==> src/rtl/ksa_if.sv <==
// rtl/ksa_if.sv - start handshake, key and single-port S-memory bundle for ksa
interface ksa_if #(
  parameter int KEY_BYTES = 3
) ();
  logic                   en;
  logic                   rdy;
  logic [8*KEY_BYTES-1:0] key;
  logic [7:0]             addr;
  logic [7:0]             rddata;
  logic [7:0]             wrdata;
  logic                   wren;

  // master: sequencer plus S-memory; slave: the key-scheduling engine
  modport master (output en, key, rddata, input rdy, addr, wrdata, wren);
  modport slave  (input en, key, rddata, output rdy, addr, wrdata, wren);
endinterface

==> src/rtl/ksa.sv <==
// rtl/ksa.sv - RC4 key-scheduling permutation over a 256x8 S-memory
// Six cycles per i: read S[i], update j, read S[j], write S[i], write S[j].
module ksa #(
  parameter int KEY_BYTES = 3
) (
  input  logic clk,
  input  logic rst,
  ksa_if.slave bus
);
  localparam int KW = (KEY_BYTES > 1) ? $clog2(KEY_BYTES) : 1;

  typedef enum logic [2:0] {IDLE, RD_I, LAT_I, RD_J, LAT_J, WR_I, WR_J} state_t;

  state_t                 state_q, state_d;
  logic [7:0]             i_q, i_d;
  logic [7:0]             j_q, j_d;
  logic [7:0]             si_q, si_d;
  logic [KW-1:0]          k_q, k_d;
  logic [8*KEY_BYTES-1:0] key_q, key_d;
  logic [7:0]             addr_q, addr_d;
  logic [7:0]             wrdata_q, wrdata_d;
  logic                   wren_q, wren_d;
  logic                   rdy_q, rdy_d;
  logic [7:0]             key_byte;

  // key byte 0 is the most-significant byte of the key
  always_comb begin
    key_byte = '0;
    for (int b = 0; b < KEY_BYTES; b++) begin
      if (k_q == KW'(b)) key_byte = key_q[8*(KEY_BYTES-1-b) +: 8];
    end
  end

  always_comb begin
    state_d  = state_q;
    i_d      = i_q;
    j_d      = j_q;
    si_d     = si_q;
    k_d      = k_q;
    key_d    = key_q;
    addr_d   = addr_q;
    wrdata_d = wrdata_q;
    wren_d   = 1'b0;
    rdy_d    = rdy_q;
    case (state_q)
      IDLE: begin
        if (bus.en) begin
          key_d   = bus.key;
          i_d     = '0;
          j_d     = '0;
          k_d     = '0;
          addr_d  = '0;
          rdy_d   = 1'b0;
          state_d = RD_I;
        end
      end
      RD_I: state_d = LAT_I;
      LAT_I: begin
        si_d    = bus.rddata;
        j_d     = j_q + bus.rddata + key_byte;
        addr_d  = j_d;
        state_d = RD_J;
      end
      RD_J: state_d = LAT_J;
      LAT_J: begin
        // S[j] goes straight into the write-data register for WR_I
        wrdata_d = bus.rddata;
        addr_d   = i_q;
        wren_d   = 1'b1;
        state_d  = WR_I;
      end
      WR_I: begin
        addr_d   = j_q;
        wrdata_d = si_q;
        wren_d   = 1'b1;
        state_d  = WR_J;
      end
      WR_J: begin
        if (i_q == 8'hFF) begin
          rdy_d   = 1'b1;
          state_d = IDLE;
        end else begin
          i_d     = i_q + 8'd1;
          k_d     = (k_q == KW'(KEY_BYTES-1)) ? '0 : k_q + 1'b1;
          addr_d  = i_q + 8'd1;
          state_d = RD_I;
        end
      end
      default: begin
        rdy_d   = 1'b1;
        state_d = IDLE;
      end
    endcase
  end

  always_ff @(posedge clk) begin
    if (rst) begin
      state_q  <= IDLE;
      i_q      <= '0;
      j_q      <= '0;
      si_q     <= '0;
      k_q      <= '0;
      key_q    <= '0;
      addr_q   <= '0;
      wrdata_q <= '0;
      wren_q   <= 1'b0;
      rdy_q    <= 1'b1;
    end else begin
      state_q  <= state_d;
      i_q      <= i_d;
      j_q      <= j_d;
      si_q     <= si_d;
      k_q      <= k_d;
      key_q    <= key_d;
      addr_q   <= addr_d;
      wrdata_q <= wrdata_d;
      wren_q   <= wren_d;
      rdy_q    <= rdy_d;
    end
  end

  assign bus.rdy    = rdy_q;
  assign bus.addr   = addr_q;
  assign bus.wrdata = wrdata_q;
  assign bus.wren   = wren_q;
endmodule
==> src/flat_wrapper.sv <==
// flat-port wrapper written by rule: the top's interface ports become plain ports
module ksa_flat 
#(
  parameter int KEY_BYTES = 3
)
  (clk, rst, bus_en, bus_key, bus_rddata, bus_rdy, bus_addr, bus_wrdata, bus_wren);
  ksa_if #(.KEY_BYTES(KEY_BYTES)) bus_i ();
  input  logic clk;
  input  logic rst;
  input wire logic [$bits(bus_i.en)-1:0] bus_en;
  input wire logic [$bits(bus_i.key)-1:0] bus_key;
  input wire logic [$bits(bus_i.rddata)-1:0] bus_rddata;
  output wire logic [$bits(bus_i.rdy)-1:0] bus_rdy;
  output wire logic [$bits(bus_i.addr)-1:0] bus_addr;
  output wire logic [$bits(bus_i.wrdata)-1:0] bus_wrdata;
  output wire logic [$bits(bus_i.wren)-1:0] bus_wren;
  assign bus_i.en = bus_en;
  assign bus_i.key = bus_key;
  assign bus_i.rddata = bus_rddata;
  assign bus_rdy = bus_i.rdy;
  assign bus_addr = bus_i.addr;
  assign bus_wrdata = bus_i.wrdata;
  assign bus_wren = bus_i.wren;
  ksa #(.KEY_BYTES(KEY_BYTES)) u_core (.clk(clk), .rst(rst), .bus(bus_i));
endmodule
==> config.mk <==
export PLATFORM = sky130hd
export DESIGN_NAME = ksa_flat
export DESIGN_NICKNAME = d
export VERILOG_FILES = /design/src/rtl/ksa_if.sv /design/src/rtl/ksa.sv /design/src/flat_wrapper.sv
export SDC_FILE = /design/constraint.sdc
export NUM_CORES = 1
export LEC_CHECK = 0
export CAP_MARGIN = 20
export CORE_AREA = 2 2 90 92
export CTS_CLUSTER_DIAMETER = 40
export DETAILED_ROUTE_END_ITERATION = 7
export DIE_AREA = 0 0 92 94
export PLACE_DENSITY = 0.73
export SYNTH_ARGS = -nofsm -noshare
export SYNTH_HDL_FRONTEND = slang
export SYNTH_SLANG_ARGS = --single-unit
==> constraint.sdc <==
create_clock -name clk -period 4.3 [get_ports clk]
set_clock_uncertainty 0.05 [all_clocks]
set_input_delay 0.43 -clock clk [delete_from_list [all_inputs] [get_ports clk]]
set_output_delay 0.43 -clock clk [all_outputs]
set_load 0.1 [all_outputs]
---- Yosys cells after proc, flatten, opt, wreduce, memory -nomap -nowiden ----
Index checks and enable logic that the tools add are counted.
W data, S select, Z words.
storage, ports and cells
  register bits ........................... 71
  input port bits ......................... 35
  RAM bits ................................ 0
  latch bits .............................. 0
  memories ................................ 0
  memory bits (read-only) ................. 0
  output and inout bits ................... 18
cells by class
  mux-type cells .......................... 20
  multiply operators ...................... 0
  eq/ne operators ......................... 12
  order comparisons ....................... 0
  reduce and logical (&&, ||, !) cells .... 13
  add/sub/neg operators ................... 4
  shift-type cells ........................ 0
  div/mod/pow operators ................... 0
  bitwise gates (word level) .............. 1
operator list
  kind                   number
  $pmux W8 S2            3
  $mux W8                5
  $pmux W8 S5            1
  $pmux W3 S7            1
  $add A8 B8 Y8          2
  $eq A3 B3 Y1 const B   3
  $reduce_and A3 Y1      3
  $add A8 B1 Y8 const B  1
  $eq A8 B8 Y1 const B   1
  $eq A3 B2 Y1 const B   2
  $mux W2                3
  $reduce_bool A2 Y1     3
  $reduce_bool A5 Y1     1
  $reduce_or A5 Y1       1
  $mux W1                4
  $ne A2 B2 Y1 const B   2
  $pmux W2 S2            1
  $reduce_and A2 Y1      2
  $eq A3 B1 Y1 const B   1
  $logic_not A3 Y1       1
  $mux W3                1
  $pmux W1 S3            1
  $add A2 B1 Y2 const B  1
  $eq A2 B1 Y1 const B   1
  5 further kinds        5

---- Longest topological paths before layout ----
Gate-level depths: netlist of the first run.
  depth in word-level cells ............... 6
  depth in mapped cells ................... 13
  gate-level depth less buffers ........... 12

---- Worst setup path after synthesis of the first run ----
OpenSTA, ideal clock, no wires.
  kind .................................... register -> register
  from .................................... reg u_core.k_q[0]
  to ...................................... reg u_core.addr_q[7], in the netlist u_core.bus.addr[7]
  required time ........................... 4.122 ns
  clock period less this slack ............ 2.956 ns
  setup time .............................. 0.128 ns
  setup slack ............................. 1.344 ns
  arrival ................................. 2.777 ns
  cell stages (with the launch flop) ...... 14
  cells stage by stage .................... dfxtp_1 -> clkbuf_1 -> clkbuf_1 -> o22a_1 -> fa_1 -> inv_1 -> ha_1 -> inv_1 -> fa_1 -> nor2b_1 -> o2111ai_1 -> nor3b_1 -> mux2i_1 -> a211oi_2
on the way
  longest elaborated chain between the ends .. 6
ends and longest elaborated chain
  item                    line        source
  start, declared         ksa.sv:18   logic [KW-1:0] k_q, k_d;
  start signal, assigned  ksa.sv:113  k_q <= k_d;
  $logic_not A2 Y1        ksa.sv:30   if (k_q == KW'(b)) key_byte = key_q[8*(KEY_BYTES-1-b) +: 8];
  $mux W8 (2 in series)   ksa.sv:30
  $mux W8 (*)             ksa.sv:30
  $add A8 B8 Y8 (*)       ksa.sv:60   j_d = j_q + bus.rddata + key_byte;
  $pmux W8 S5 (*)         ksa.sv:45   case (state_q)
  end signal, assigned    ksa.sv:115  addr_q <= addr_d;
  end, declared           ksa.sv:20   logic [7:0] addr_q, addr_d;
Mark *: on every way between the ends. The rest lies on a longest branch, timed or not.
A chain may end at the register's enable or synchronous reset.

---- Final worst setup path of the first run ----
  from .................................... reg u_core.k_q[1]
  to ...................................... reg u_core.j_q[7]
on the way
  longest elaborated chain between the ends .. 6
ends and longest elaborated chain
  item                   line        source
  $logic_not A2 Y1       ksa.sv:30
  $mux W8 (2 in series)  ksa.sv:30
  $mux W8 (*)            ksa.sv:30
  $add A8 B8 Y8 (*)      ksa.sv:60
  $pmux W8 S2 (*)        ksa.sv:45
  end signal, assigned   ksa.sv:111  j_q <= j_d;
  end, declared          ksa.sv:16   logic [7:0] j_q, j_d;
Marked as above.

==> results of run 1 <==
-- worst reg2reg max path: cells and delay by family, from the launching register on --
kind,cells,cell delay [ns]
AOI/OAI and AO/OA,3,0.41
adders and majority gates,3,1.02
buffers and inverters,2,0.15
DFF,1,0.82
muxes,2,0.53
and+or+nand+nor,2,0.35
-- sequential cells by signal, summed over array words and instances, names as in the netlist --
signal / flops
u_core.state_q: 3
u_core.key_q: 24
u_core.bus.wren: 1
u_core.bus.rdy: 1
u_core.si_q: 8
u_core.i_q: 8
u_core.bus.wrdata: 8
u_core.k_q: 2
u_core.bus.addr: 8
u_core.j_q: 8
-- layout make-up --
class	count	area share, %
well taps	102	2.83
repair buffers	55	11.9
clock inverters	6	2.94
multi-input cells	327	45.6
inverters	29	2.41
flip-flops and latches	71	31.5
clock buffers	10	2.83
-- routing by layer --
metal,wire (µm),vias up,track usage [%]
li1,-,1652,-
met1,4200,1544,28.3
met2,4380,99,37.9
met3,427,17,4.57
met4,194,0,7.71
met5,0,-,0
-- cell usage in the layout (no fill, tap or decap), types with 3 or more instances in the layout --
cell and instances:
clkdlybuf4s50_1 51, clkbuf_8 9, nor2b_1 4, o22ai_1 5, xnor2_1 4, o21ai_0 10
mux2i_1 24, a22oi_1 5, a31oi_1 3, dfxtp_1 71, nor3_1 6, a21oi_1 54
nand3_1 11, nand2_1 82, nor2_1 36, a32oi_1 3, ha_1 7, o22a_1 7
xor2_1 6, a211oi_1 9, o31ai_1 3, fa_1 8, inv_1 29, bufinv_16 4
buf_4 3
-- metrics by stage --
stage	utilization, %	cells
3_5_place_dp	55.9	584
3_3_place_gp	55.9	584
2_1_floorplan	-	460
6_report	59.3	600
4_1_cts	59.3	600
5_1_grt	59.3	600
-- report_power, final --
part           total (W)  leakage, nW  switching (W)  internal [W]
combinational   0.000335        0.914       0.000210      0.000125
sequential      0.000718        0.578      0.0000268      0.000691
clock           0.000704        0.126       0.000260      0.000443
total            0.00176         1.62       0.000497       0.00126
-- cells by family (layout without fill, tap and decap cells) --
| group | after synthesis | after routing | share of synthesized area, % |
|---|---|---|---|
| AO/OA/AOI/OAI | 116 | 116 | 20.2 |
| adder cells (fa/ha/maj) | 15 | 15 | 6.57 |
| flip-flops | 71 | 71 | 37.7 |
| buffers and inverters | 62 | 100 | 7.80 |
| AND/OR/NAND/NOR | 162 | 162 | 19.1 |
| multiplexers | 24 | 24 | 6.37 |
| XOR/XNOR | 10 | 10 | 2.32 |
-- path summary, 6_finish.rpt --
kind | startpoint | end | slack (ns) | cells past startpoint
worst max-delay path | u_core.k_q[1] | u_core.j_q[7] | 0.84 | 12
worst min-delay path | u_core.key_q[4] | u_core.key_q[4] | 0.41 | 2
worst max register to register | u_core.k_q[1] | u_core.j_q[7] | 0.84 | 12
worst min register to register | u_core.key_q[4] | u_core.key_q[4] | 0.41 | 2
==> metrics, run 1 <==
result of the run finished, final reports clean; cell with the most instances after synthesis nand2_1; area of placed instances about 0.0043 mm²; shortest period the worst path allows ~3.5 ns; data arrival time of the worst path around 3.6 ns; worst ir drop on vdd between 0.2 and 0.3 mV; Final Cycle Share 80.4%; source-to-sink clock delay at the later pin of the worst-skew pair approximately 0.35 ns; share of cells above drive strength 1 6.22%; tightest hold margin ~0.41 ns; area grow syn2layout 19.6%; largest delay contributor family on the critical path adder cells; maximum single-stage delay on the critical path between 0.8 and 0.9 ns; clock tree from TritonCTS built; drt drc 0; Final Hold Violating Endpoints 0; die width 92 µm; area inside the core boundary between 0.007 and 0.008 mm²; setup violation total in the final timing report 0; flops & latches, synth 71; DR vias 3,312; slowest library cell on the worst path dfxtp_1; final weighted congestion of routability-driven global placement between 0.9 and 1; number of top-level pins 53; number of gates resized after CTS 0; Inserted Clock Buffers 9; final instance area around 0.0045 mm²; final setup TNS 0 ns; residual antenna-violating net count after detailed routing 0; Async S/R FF share, synth 0%; GRT Residual Overflow 0; portion of synthesized cell area occupied by the leading cell type 37.7%; routed vias/inst 5.52; number of buffers on the longest clock path 2; number of max-cap violations 0; drt initial violations between 150 and 200; path type of the worst min-delay path flip-flop to flip-flop; Final Routed Wirelength just over 9000 µm; total area of multi-input combinational cells between 0.002 and 0.0025 mm²; Max Freq slightly below 300 MHz; area used by sequential logic in the layout between 0.001 and 0.0015 mm²; clock sink total 71; Die Outline Area 0.00865 mm²; maximum number of pins on one net before global-route repair 40; Worst-path clk slew 0.08 ns; number of buffer and inverter instances along the worst setup path 2; Cell variety after synth 59; WL/cell 15.3 µm; Worst setup EP type flip-flop; leading post-synthesis cells by cell area dfxtp_1 (38%), nand2_1 (8.2%), a21oi_1 (7.2%); worst-path fanout max 19; unrepaired setup endpoints after global routing false; post-synthesis sequential area ratio 37.7%; net count of the mapped netlist a little over 500; Cell Pwr Density 389 mW/mm²; fin nets around 540; die span in y 94 µm; power after layout around 0.0018 W; root cell of the clock tree clkbuf_8; IO Port Bufs 52; number of antenna diodes 0; worst slack after detailed placement around 0.9 ns; cell type contributing the most total cell area after synthesis dfxtp_1; H-tree depth reported by CTS 3; Slew Limit Headroom 28.7%; Leakage 1.62 nW; most instantiated cells after synthesis nand2_1 (82), dfxtp_1 (71), a21oi_1 (54), nor2_1 (36), inv_1 (29); half-perimeter wire length of the detailed placement result roughly 6500 µm; type of origin of the critical path flip-flop; site row count 32; number of pins exceeding their max-slew limit in the final report 0; fill cell instance count of the final layout 690; first-pass detailed-route iteration total 5; Data required, critical path around 4.5 ns; Post-CTS Setup Bufs 0; critical path start-end classification flip-flop to flip-flop; transition at the pin with the smallest max-transition slack between 1 and 1.5 ns; mean instance size in the synthesized netlist approximately 8.2 µm²; EDFF count, synth 0; global-route wire length before repair approximately 15,000 µm; starting density of the core 49.6%; Post-synth top flop dfxtp_1; number of warnings printed during yosys synthesis 0; post-route worst setup slack 0.841 ns; number of standard cells after synthesis 460; antenna violations before repair 0; global routing usage summed across all routing layers about 22%; Cell Area, Synth 0.00377 mm²; Cell Chain, Critical Path mux2i_1, o22a_1, fa_1, inv_1, ha_1, inv_1, fa_1, nor2b_1, o2111ai_1, nor3b_1, mux2i_1, a21oi_1; number of global-route vias before repair around 3.2k; number of buffers inserted for hold repair after clock tree synthesis 0
Power figures use the tool's default switching activity.
==> run 2, diff against run 1 <==
Settings changed: CORE_AREA 2 2 90 92 to 2 2 91 93, DIE_AREA 0 0 92 94 to 0 0 93 95, PLACE_DENSITY 0.73 to 0.75.
Clock period 4.3 ns to 2.8 ns, I/O delays scaled along.
==> run 2 against run 1 <==
The flow now finishes with violations (negative setup slack). Hold slack worse by 0.038 ns. Cell area is 8.3% higher. Combinational power is 96% higher. Sequential share of layout area is 2.3 points lower. Critical endpoint is now u_core.bus.addr[7]. Non-clock buffer count is 29 higher. Routed wire length is 12% higher. Setup slack worse by 0.99 ns. Largest cell class unchanged. Clock power is 65% higher. First-iteration DRC count is 43% higher.
==> metrics, run 2 (synthesis gave the netlist of run 1 again) <==
drt initial violations 243 (+43%); final weighted congestion of routability-driven global placement 0.881 (-3.5%); routed vias/inst 5.63 (+2.0%); setup violation total in the final timing report 6 (+6); number of global-route vias before repair 3,305 (+4.7%); total area of multi-input combinational cells 0.00220 mm² (+7.2%); Die Outline Area 0.00884 mm² (+2.2%); fin nets 572 (+5.3%); Final Routed Wirelength 10,300 µm (+12%); post-route worst setup slack -0.150 ns (-0.991 ns); reg-to-reg critical path startpoint u_core.k_q[1]; IO Port Bufs 52 (unchanged); global-route wire length before repair 15,700 µm (+3.0%); number of pins exceeding their max-slew limit in the final report 0 (unchanged); number of top-level pins 53 (unchanged); source of the critical timing path u_core.k_q[1]; setup slack, reg-to-reg -0.15 ns (-0.99 ns); type of origin of the critical path flip-flop; global routing usage summed across all routing layers 23.1% (+0.75 points); Worst setup EP type flip-flop; Cell Pwr Density 597 mW/mm² (+53%); worst-path fanout max 4 (-15); Data required, critical path 3.03 ns (-1.43 ns); path type of the worst min-delay path input port to flip-flop; area used by sequential logic in the layout 0.00143 mm² (+0.35%); share of cells above drive strength 1 19.8% (+14 points); worst setup path endpoint u_core.bus.addr[7]; first-pass detailed-route iteration total 6 (+1); fraction of the core area covered by cells at the end of the flow 61.6% (+2.3 points); transition at the pin with the smallest max-transition slack 0.741 ns (-0.328 ns); drt drc 0 (unchanged); data arrival time of the worst path 3.18 ns (-0.44 ns); starting density of the core 47.6% (-2.0 points); Critical R2R Capture u_core.bus.addr[7]; maximum number of pins on one net before global-route repair 32 (-20%); tightest hold margin 0.368 ns (-0.0378 ns); residual antenna-violating net count after detailed routing 0 (unchanged); site row count 33 (+3.1%); commonest non-fill, non-tap cell in the layout nand2_1; number of max-cap violations 0 (unchanged); H-tree depth reported by CTS 3 (unchanged); Leakage 1.82 nW (+13%); Inserted Clock Buffers 9 (unchanged); clock sink total 71 (unchanged); clock tree from TritonCTS built; critical path start-end classification flip-flop to flip-flop; unrepaired setup endpoints after global routing true; die span in y 95 µm (+1.1%); Worst Reg-to-Reg Cells 11 (-1); Slew Limit Headroom 50.6% (+22 points); Largest register FFs 24 (unchanged); Final Cycle Share 105% (+25 points); failing checks negative setup slack; GRT Residual Overflow 0 (unchanged); Max Freq 339 MHz (+17%); Final Hold Violating Endpoints 0 (unchanged); most flop-heavy register u_core.key_q; area inside the core boundary 0.00793 mm² (+4.2%); worst ir drop on vdd 0.315 mV (+21%); WL/cell 16.4 µm (+6.9%); source-to-sink clock delay at the later pin of the worst-skew pair 0.36 ns (about the same); DR vias 3,552 (+7.2%); area grow syn2layout 29.5%; commonest cells after routing, fill and taps aside nand2_1 (82), dfxtp_1 (69), a21oi_1 (50); result of the run finished, violations left; Worst-path clk slew 0.07 ns (about the same); fill cell instance count of the final layout 676 (-2.0%); root cell of the clock tree clkbuf_8; power after layout 0.00292 W (+66%); number of buffers on the longest clock path 2 (unchanged); die width 93 µm (+1.1%); shortest period the worst path allows 2.95 ns (-0.509 ns); number of antenna diodes 0 (unchanged); half-perimeter wire length of the detailed placement result 6930 µm (+5.9%); antenna violations before repair 0 (unchanged)
[run 2: cell types whose count changed in the layout (fill, tap and decap cells not counted), moves of 3 or more]
cell             delta
buf_4              +43
clkdlybuf4s50_1    -18
ha_1                -6
ha_4                +5
a21oi_1             -4
a21oi_2             +4
inv_1               -4
buf_6               +3
inv_2               +3
o21ai_0             -3
[run 2: worst min-delay path by stage]
stage,from,end,slack (ns),cells past startpoint
5_1_grt,rst,u_core.k_q[0],0.40,2
3_5_place_dp,u_core.key_q[18],u_core.key_q[18],0.40,2
6_report,rst,u_core.k_q[0],0.37,2
2_1_floorplan,bus_key[0],u_core.key_q[0],0.37,2
4_1_cts,rst,u_core.k_q[0],0.35,2
3_3_place_gp,u_core.si_q[4],u_core.si_q[4],0.39,2
[run 2: cell type report]
type | instances | share of cell area [%]
clock buffer | 9 | 2.54
multi-input combinational | 327 | 45.1
inverter | 29 | 2.28
tap | 105 | 2.69
timing repair buffer | 84 | 14.9
clock inverter | 6 | 3.23
sequential | 71 | 29.2
[run 2: where the power goes]
group | total, W | internal (W) | switching [W] | leakage (nW)
sequential | 0.00110 | 0.00106 | 0.0000395 | 0.579
clock | 0.00116 | 0.000767 | 0.000395 | 0.136
combinational | 0.000655 | 0.000266 | 0.000389 | 1.11
total | 0.00292 | 0.00209 | 0.000824 | 1.82
[run 2: worst max-delay path, stage by stage (launching register included)]
cell and delay [ns]:
dfxtp_4 0.38, buf_6 0.10, mux2i_1 0.19, o22a_1 0.21
fa_1 0.44, buf_4 0.16, fa_2 0.42, nor2b_4 0.14
o2111ai_2 0.13, a31oi_1 0.23, mux2i_1 0.16, a211oi_2 0.24
[run 2: what timing repair did]
action	CTS	global route
hold buffers	0	0
setup buffers	4	6
pin swaps	8	20
resized for setup	17	22
setup endpoints to repair	7	10
[run 2: layer usage]
| metal | global-route usage, % | vias to the layer above | wire length (µm) |
|---|---|---|---|
| met3 | 3.83 | 42 | 693 |
| met1 | 27.7 | 1629 | 4200 |
| met4 | 13.5 | 0 | 476 |
| li1 | - | 1704 | - |
| met5 | 0 | - | 0 |
| met2 | 39.0 | 177 | 4970 |
[run 2: per-stage QoR]
step           instances  instance area [µm²]  worst slack [ns]  setup TNS [ns]
2_1_floorplan        460                 3780            0.0110               0
3_3_place_gp         607                 4360            -0.138          -0.625
3_5_place_dp         607                 4360            -0.242           -1.17
4_1_cts              626                 4740          -0.00849        -0.00849
5_1_grt              631                 4880            -0.236           -1.11
6_report             631                 4880            -0.150          -0.394
